$ cat config.mk
export PLATFORM = sky130hd
export DESIGN_NAME = vram_fetch_arbiter_flat
export DESIGN_NICKNAME = d
export VERILOG_FILES = /design/src/rtl/vram_fetch_arbiter_if.sv /design/src/rtl/vram_fetch_arbiter.sv /design/src/flat_wrapper.sv
export SDC_FILE = /design/constraint.sdc
export NUM_CORES = 1
export LEC_CHECK = 0
export ABC_CLOCK_PERIOD_IN_PS = 6200
export BUFFER_PORTS_ARGS = -buffer_cell sky130_fd_sc_hd__buf_2
export CORE_UTILIZATION = 56
export CTS_BUF_LIST = sky130_fd_sc_hd__clkbuf_16
export DETAILED_ROUTE_END_ITERATION = 7
export GPL_ROUTABILITY_DRIVEN = 0
export PLACE_DENSITY = 0.85
export RECOVER_POWER = 100
export REMOVE_ABC_BUFFERS = 1
export SLEW_MARGIN = 10
export SYNTH_ARGS = -nofsm -noshare
export SYNTH_HDL_FRONTEND = slang
export SYNTH_SLANG_ARGS = --single-unit
$ cat constraint.sdc
create_clock -name axi_aclk -period 6.2 [get_ports axi_aclk]
set_input_delay 0.93 -clock axi_aclk [delete_from_list [all_inputs] [get_ports axi_aclk]]
set_output_delay 0.93 -clock axi_aclk [all_outputs]
set_load 0.05 [all_outputs]
$ cat src/rtl/vram_fetch_arbiter_if.sv
// Host-side access port of the VRAM fetch arbiter: a held request/grant
// handshake plus a read-return pulse.
interface vram_fetch_arbiter_if #(
  parameter int ADDR_W = 11
);
  logic              host_req;
  logic              host_we;
  logic [ADDR_W-1:0] host_addr;
  logic [31:0]       host_wdata;
  logic [3:0]        host_wstrb;
  logic              host_gnt;
  logic              host_rvalid;
  logic [31:0]       host_rdata;

  modport master (
    output host_req, host_we, host_addr, host_wdata, host_wstrb,
    input  host_gnt, host_rvalid, host_rdata
  );

  modport slave (
    input  host_req, host_we, host_addr, host_wdata, host_wstrb,
    output host_gnt, host_rvalid, host_rdata
  );
endinterface

$ cat src/rtl/vram_fetch_arbiter.sv
// Shares one single-port VRAM between the host and the text-mode display prefetch.
// Optional VRAM_ARB_STATS_EN adds host stall and display fetch counters.
module vram_fetch_arbiter #(
  parameter int ADDR_W   = 11,
  parameter int COLS     = 40,
  parameter int H_ACTIVE = 640,
  parameter int H_TOTAL  = 800,
  parameter int V_ACTIVE = 480,
  parameter int V_TOTAL  = 525
) (
  input  logic               axi_aclk,
  input  logic               axi_aresetn,
  input  logic [9:0]         drawx,
  input  logic [9:0]         drawy,
  vram_fetch_arbiter_if.slave host,
  output logic               vram_en,
  output logic [3:0]         vram_we,
  output logic [ADDR_W-1:0]  vram_addr,
  output logic [31:0]        vram_din,
  input  logic [31:0]        vram_dout,
  output logic [31:0]        cp_word,
  output logic               underrun
`ifdef VRAM_ARB_STATS_EN
  ,
  output logic [15:0]        host_stall_cnt,
  output logic [15:0]        fetch_cnt
`endif
);

  typedef enum logic [2:0] {IDLE, D_RD, D_CAP, H_WR, H_RD, H_CAP} state_t;

  state_t            state;
  logic [9:0]        drawx_q;
  logic              disp_pend;
  logic [ADDR_W-1:0] disp_addr;
  logic [31:0]       next_word;
  logic              next_ok;

  logic              step, trig_a, trig_b, trig, bnd;
  logic [9:0]        ny;
  logic [ADDR_W-1:0] a_addr, b_addr, trig_addr;

  always_comb begin
    step      = (drawx != drawx_q);
    ny        = (drawy == 10'(V_TOTAL - 1)) ? 10'd0 : drawy + 10'd1;
    a_addr    = ADDR_W'(drawx[9:4]) + ADDR_W'(1) + ADDR_W'(drawy[9:4]) * ADDR_W'(COLS);
    b_addr    = ADDR_W'(ny[9:4]) * ADDR_W'(COLS);
    trig_a    = step && (drawx[3:0] == 4'd8) && (drawx < 10'(H_ACTIVE - 16));
    trig_b    = step && (drawx == 10'(H_TOTAL - 8)) && (ny < 10'(V_ACTIVE));
    trig      = trig_a || trig_b;
    trig_addr = trig_a ? a_addr : b_addr;
    bnd       = step && (drawx[3:0] == 4'd0) && (drawx < 10'(H_ACTIVE));
  end

  // Port outputs are registered on entry to the state that owns the port,
  // so every strobe defaults low and is raised only by the transition.
  always_ff @(posedge axi_aclk or negedge axi_aresetn) begin
    if (!axi_aresetn) begin
      state            <= IDLE;
      drawx_q          <= '0;
      disp_pend        <= 1'b0;
      disp_addr        <= '0;
      next_word        <= '0;
      next_ok          <= 1'b0;
      cp_word          <= '0;
      underrun         <= 1'b0;
      vram_en          <= 1'b0;
      vram_we          <= '0;
      vram_addr        <= '0;
      vram_din         <= '0;
      host.host_gnt    <= 1'b0;
      host.host_rvalid <= 1'b0;
      host.host_rdata  <= '0;
    end else begin
      drawx_q          <= drawx;
      vram_en          <= 1'b0;
      vram_we          <= '0;
      host.host_gnt    <= 1'b0;
      host.host_rvalid <= 1'b0;

      // A pending fetch already issued in D_RD is not a lost one.
      if (trig) begin
        disp_pend <= 1'b1;
        disp_addr <= trig_addr;
        if (disp_pend && state != D_RD) underrun <= 1'b1;
      end

      if (bnd) begin
        if (next_ok) begin
          cp_word <= next_word;
          next_ok <= 1'b0;
        end else begin
          underrun <= 1'b1;
        end
      end

      case (state)
        IDLE: begin
          // A trigger seen this very cycle outranks a waiting host request.
          if (disp_pend || trig) begin
            state     <= D_RD;
            vram_en   <= 1'b1;
            vram_addr <= trig ? trig_addr : disp_addr;
          end else if (host.host_req) begin
            vram_en       <= 1'b1;
            vram_addr     <= host.host_addr;
            host.host_gnt <= 1'b1;
            if (host.host_we) begin
              vram_we  <= host.host_wstrb;
              vram_din <= host.host_wdata;
              state    <= H_WR;
            end else begin
              state    <= H_RD;
            end
          end
        end
        D_RD: begin
          if (!trig) disp_pend <= 1'b0;
          state <= D_CAP;
        end
        D_CAP: begin
          next_word <= vram_dout;
          next_ok   <= 1'b1;
          state     <= IDLE;
        end
        H_WR: state <= IDLE;
        H_RD: state <= H_CAP;
        H_CAP: begin
          host.host_rdata  <= vram_dout;
          host.host_rvalid <= 1'b1;
          state            <= IDLE;
        end
        default: state <= IDLE;
      endcase
    end
  end

`ifdef VRAM_ARB_STATS_EN
  always_ff @(posedge axi_aclk or negedge axi_aresetn) begin
    if (!axi_aresetn) begin
      host_stall_cnt <= '0;
      fetch_cnt      <= '0;
    end else begin
      if (host.host_req && !host.host_gnt && host_stall_cnt != 16'hFFFF)
        host_stall_cnt <= host_stall_cnt + 16'd1;
      if (state == D_CAP)
        fetch_cnt <= fetch_cnt + 16'd1;
    end
  end
`endif

endmodule

$ cat src/flat_wrapper.sv
// flat-port wrapper written by rule: the top's interface ports become plain ports
module vram_fetch_arbiter_flat 
#(
  parameter int ADDR_W   = 11,
  parameter int COLS     = 40,
  parameter int H_ACTIVE = 640,
  parameter int H_TOTAL  = 800,
  parameter int V_ACTIVE = 480,
  parameter int V_TOTAL  = 525
)
  (axi_aclk, axi_aresetn, drawx, drawy, vram_en, vram_we, vram_addr, vram_din, vram_dout, cp_word, underrun, host_host_req, host_host_we, host_host_addr, host_host_wdata, host_host_wstrb, host_host_gnt, host_host_rvalid, host_host_rdata);
  vram_fetch_arbiter_if #(.ADDR_W(ADDR_W)) host_i ();
  input  logic axi_aclk;
  input  logic axi_aresetn;
  input  logic [9:0] drawx;
  input  logic [9:0] drawy;
  output logic vram_en;
  output logic [3:0] vram_we;
  output logic [ADDR_W-1:0] vram_addr;
  output logic [31:0] vram_din;
  input  logic [31:0] vram_dout;
  output logic [31:0] cp_word;
  output logic underrun;
  input wire logic [$bits(host_i.host_req)-1:0] host_host_req;
  input wire logic [$bits(host_i.host_we)-1:0] host_host_we;
  input wire logic [$bits(host_i.host_addr)-1:0] host_host_addr;
  input wire logic [$bits(host_i.host_wdata)-1:0] host_host_wdata;
  input wire logic [$bits(host_i.host_wstrb)-1:0] host_host_wstrb;
  output wire logic [$bits(host_i.host_gnt)-1:0] host_host_gnt;
  output wire logic [$bits(host_i.host_rvalid)-1:0] host_host_rvalid;
  output wire logic [$bits(host_i.host_rdata)-1:0] host_host_rdata;
  assign host_i.host_req = host_host_req;
  assign host_i.host_we = host_host_we;
  assign host_i.host_addr = host_host_addr;
  assign host_i.host_wdata = host_host_wdata;
  assign host_i.host_wstrb = host_host_wstrb;
  assign host_host_gnt = host_i.host_gnt;
  assign host_host_rvalid = host_i.host_rvalid;
  assign host_host_rdata = host_i.host_rdata;
  vram_fetch_arbiter #(.ADDR_W(ADDR_W), .COLS(COLS), .H_ACTIVE(H_ACTIVE), .H_TOTAL(H_TOTAL), .V_ACTIVE(V_ACTIVE), .V_TOTAL(V_TOTAL)) u_core (.axi_aclk(axi_aclk), .axi_aresetn(axi_aresetn), .drawx(drawx), .drawy(drawy), .host(host_i), .vram_en(vram_en), .vram_we(vram_we), .vram_addr(vram_addr), .vram_din(vram_din), .vram_dout(vram_dout), .cp_word(cp_word), .underrun(underrun));
endmodule
==> qor.txt <==
=====================================================================================================
Multiplexer fraction of the synthesized cell area                                               16.9%
Yosys warnings                                                                                      0
Post-synthesis share of cell area spent on full adders, half adders and majority gates          4.42%
CTS Sinks                                                                                         173
Leading cell type by number of instances after synthesis                                      dfrtp_1
Fraction of synthesized cell area in xor and xnor cells                                         3.23%
Fraction of post-synthesis cell area in the top cell type by area                               57.1%
Count of nets after finishing                                                                     955
Final clock period utilization by the worst path                                                64.3%
Largest net degree at the start of global routing                                                  76
Post-Synthesis Cells                                                                              612
Critical path peak fanout                                                                          36
Pre-antenna DRT Iters                                                                               4
Clock-pin slew on the worst setup and hold paths                                                70 ps
Top_reg_cell synth                                                                            dfrtp_1
CP Class                                                                                    in -> reg
Number of antenna violations at the first check in global routing                                   1
Number of nets with antenna violations after routing                                                0
Launching element type of the critical path                                              primary input
Share of total power in sequential cells                                                        35.1%
Average detailed-routed wire length per instance                                              16.4 um
Simple-gate area share of the yosys netlist                                                     10.6%
Required arrival time at the worst endpoint                                                   6490 ps
Placeable core region                                                                    0.0132 sq mm
Total count of hold-check failures in the final report                                              0
Register Area                                                                            0.00433 sq mm
Initial core utilization                                                                        57.3%
Slew at the pin closest to its max-slew limit                                                 2810 ps
Post-synthesis cell type with the largest combined area                                       dfrtp_1
Die Outline Area                                                                         0.0140 sq mm
Switching part of the total power                                                               47.2%
Floorplan die width                                                                            118 um
Number of placed cells counting well taps                                                         984
Site Rows                                                                                          42
Global routing's busiest layer                                                                   met2
Area grow syn2layout                                                                            20.7%
Hold Path Class                                                                            reg -> reg
CTS Root Buffer Type                                                                        clkbuf_16
Post-CTS setup buffers                                                                              0
GR Layer Usage met3                                                                             7.48%
Wire length reported by the detailed router                                                  16700 um
Violated checks                                                                          max-capacitance violations, max-slew violations
Async SR Flop Fraction                                                                           100%
Worst-case vdd ir drop                                                                       0.568 mV
Worst-skew pair later-pin latency                                                              430 ps
Gate power share                                                                                45.3%
Cell-internal power                                                                           2890 uW
Die Height                                                                                     118 um
Total GRT Usage                                                                                 25.3%
First-pass GRT wire length                                                                   27300 um
Unrepaired setup endpoints after global routing                                                 false
Diodes inserted                                                                                     0
Netlist cell types                                                                                 49
Data arrival time of the critical path                                                        4280 ps
Count of buffers from port buffering                                                              217
Synthesized-area fraction occupied by ao, oa, aoi and oai cells                                 5.06%
Number of filler cells placed in the layout                                                      1066
Area of the multi-input gates                                                            0.00297 sq mm
Total power divided by cell area                                                          598 mW/mm^2
Fraction of layout instances using a drive strength above 1                                     23.6%
Htree depth                                                                                         4
Clock power frac                                                                                19.7%
Main combinational cell family by area after synthesis                                   multiplexers
Number of storage elements in the synthesis netlist                                               173
Total leakage power                                                                        0.00441 uW
Post-synthesis instance area                                                             0.00758 sq mm
Number of synthesized flops with an enable pin                                                      0
Final std cells w/o fill                                                                         1016
CTS tree                                                                                        built
Final Setup Violations                                                                              0
Maximum Capacitance Violations                                                                      4
Total net switching power                                                                     2580 uW
Count of vias placed by the detailed router                                                      5350
Ranking of synthesized cells by area                                                     dfrtp_1 57%, mux2_2 11%, nand2_1 5.5%
Remaining Overflow, GRT                                                                             0
TritonCTS Buffers                                                                                  17
Critical path capture point type                                                                 flop
Met2 Resource Use GR                                                                            41.3%
Status                                                                                   complete, but fails checks
Clock tree buffer depth                                                                             2
Post-synth top cells                                                                     173 x dfrtp_1, 111 x nand2_1, 72 x mux2_2
Time the final worst path needs with I/O delays and setup                                     3990 ps
Setup Skew                                                                                    15.4 ps
Setup TNS                                                                                        0 ps
Count of final max-slew check failures                                                            155
Top-level port count                                                                              218
Max Clk Rate                                                                                  251 MHz
Via count of the first global-routing pass                                                       5513
Worst slew margin                                                                              -87.2%
First DRT Iteration DRCs                                                                          274
Avg Synthesized Cell Area                                                                  12.4 sq um
Cts repair resizes                                                                                  0
Half-perimeter wire length after placement                                                   11500 um
Count of hold-fix buffers inserted at cts                                                           0
Remaining DRCs                                                                                      0
Sequential fraction of the synthesis area                                                       57.1%
Via-to-Cell Ratio                                                                                5.27
Met1 Use GR                                                                                     31.7%
=====================================================================================================
[sequential cells by signal, indices dropped and copies added, names as in the netlist]
| register | count |
|---|---|
| u_core.underrun | 1 |
| u_core.vram_addr | 11 |
| u_core.vram_din | 32 |
| u_core.host.host_rvalid | 1 |
| u_core.disp_pend | 1 |
| u_core.state | 3 |
| u_core.host.host_rdata | 32 |
| u_core.next_ok | 1 |
| u_core.vram_we | 4 |
| u_core.vram_en | 1 |
| u_core.next_word | 32 |
| u_core.disp_addr | 11 |
| u_core.drawx_q | 10 |
| u_core.host.host_gnt | 1 |
| u_core.cp_word | 32 |
[cell usage in the layout, fill, tap and decap left out, types with 6 or more instances in the layout]
cell type  Yosys  layout
mux2_1         6      28
xor2_1        16      16
a21o_1        11      11
inv_1         20      24
nand2b_1       6       6
nor3_1         7       7
mux2i_1       10      10
nor2_1        17      17
buf_2          4      90
ha_1          22      22
xnor2_1       12      12
a21oi_1        9       9
clkbuf_16      0      17
nand2_1      111     111
clkbuf_1      13     130
o21ai_0        9       9
dfrtp_1      173     173
nand3_1       10      10
mux2_2        72      70
[worst max-delay path, cell delays in order]
cell and delay [ps]:
clkbuf_1 270, xor2_1 110, nor4_1 400, a31oi_1 210
nand2_1 670, and2_0 470, nand4_4 620, mux2_1 570
[worst paths after layout]
kind,end,depth (start not counted),slack (ps),from
max in group asynchronous,u_core.vram_din[10],2,2700,axi_aresetn
min,u_core.host.host_rdata[19],2,470,u_core.host.host_rdata[19]
min in group asynchronous,u_core.host.host_rdata[3],1,1400,axi_aresetn
max,u_core.vram_din[19],8,2210,drawx[6]
max reg2reg,u_core.vram_din[19],7,2560,u_core.drawx_q[0]
min reg2reg,u_core.host.host_rdata[19],2,470,u_core.host.host_rdata[19]
[kinds of logic after synthesis]
logic type               count (synthesis)
flip-flops                             173
AO/OA/AOI/OAI                           54
AND/OR/NAND/NOR                        177
buffers and inverters                   47
adder cells (fa/ha/maj)                 25
multiplexers                           108
XOR/XNOR                                28
[layout make-up]
cell class	instances	share of cell area (%)
inverters	20	0.820
clock inverters	15	1.89
repair buffers	223	10.5
well taps	176	2.41
clock buffers	17	4.65
multi-input cells	392	32.5
flip-flops and latches	173	47.3
[per-layer routing]
layer | vias up | share of wire, % | routed length [um]
met2 | 193 | 48 | 7970
met3 | 26 | 7.4 | 1230
met4 | 2 | 1.7 | 277
met5 | - | 0.078 | 13
li1 | 2530 | - | -
met1 | 2599 | 43 | 7170
[per-stage QoR]
stage	util (%)	setup WS (ps)	hold WS (ps)	cell area [sq um]	power (uW)
2_1_floorplan	-	2450	449	7450	3900
3_3_place_gp	66.6	2030	453	8810	4490
3_5_place_dp	66.6	1910	456	8810	4570
4_1_cts	71.1	2330	448	9410	5670
5_1_grt	69.1	1820	489	9160	5730
6_report	69.1	2210	473	9160	5470
[power groups by stage]
stage	Sequential [uW]	Clock (uW)	Combinational (uW)
after floorplan	3130	0	771
after global placement	1890	0	2600
after detailed placement	1920	0	2650
after CTS	1910	1090	2660
after global routing	1980	1140	2620
final	1920	1080	2480
(Power assumes the default switching activity.)
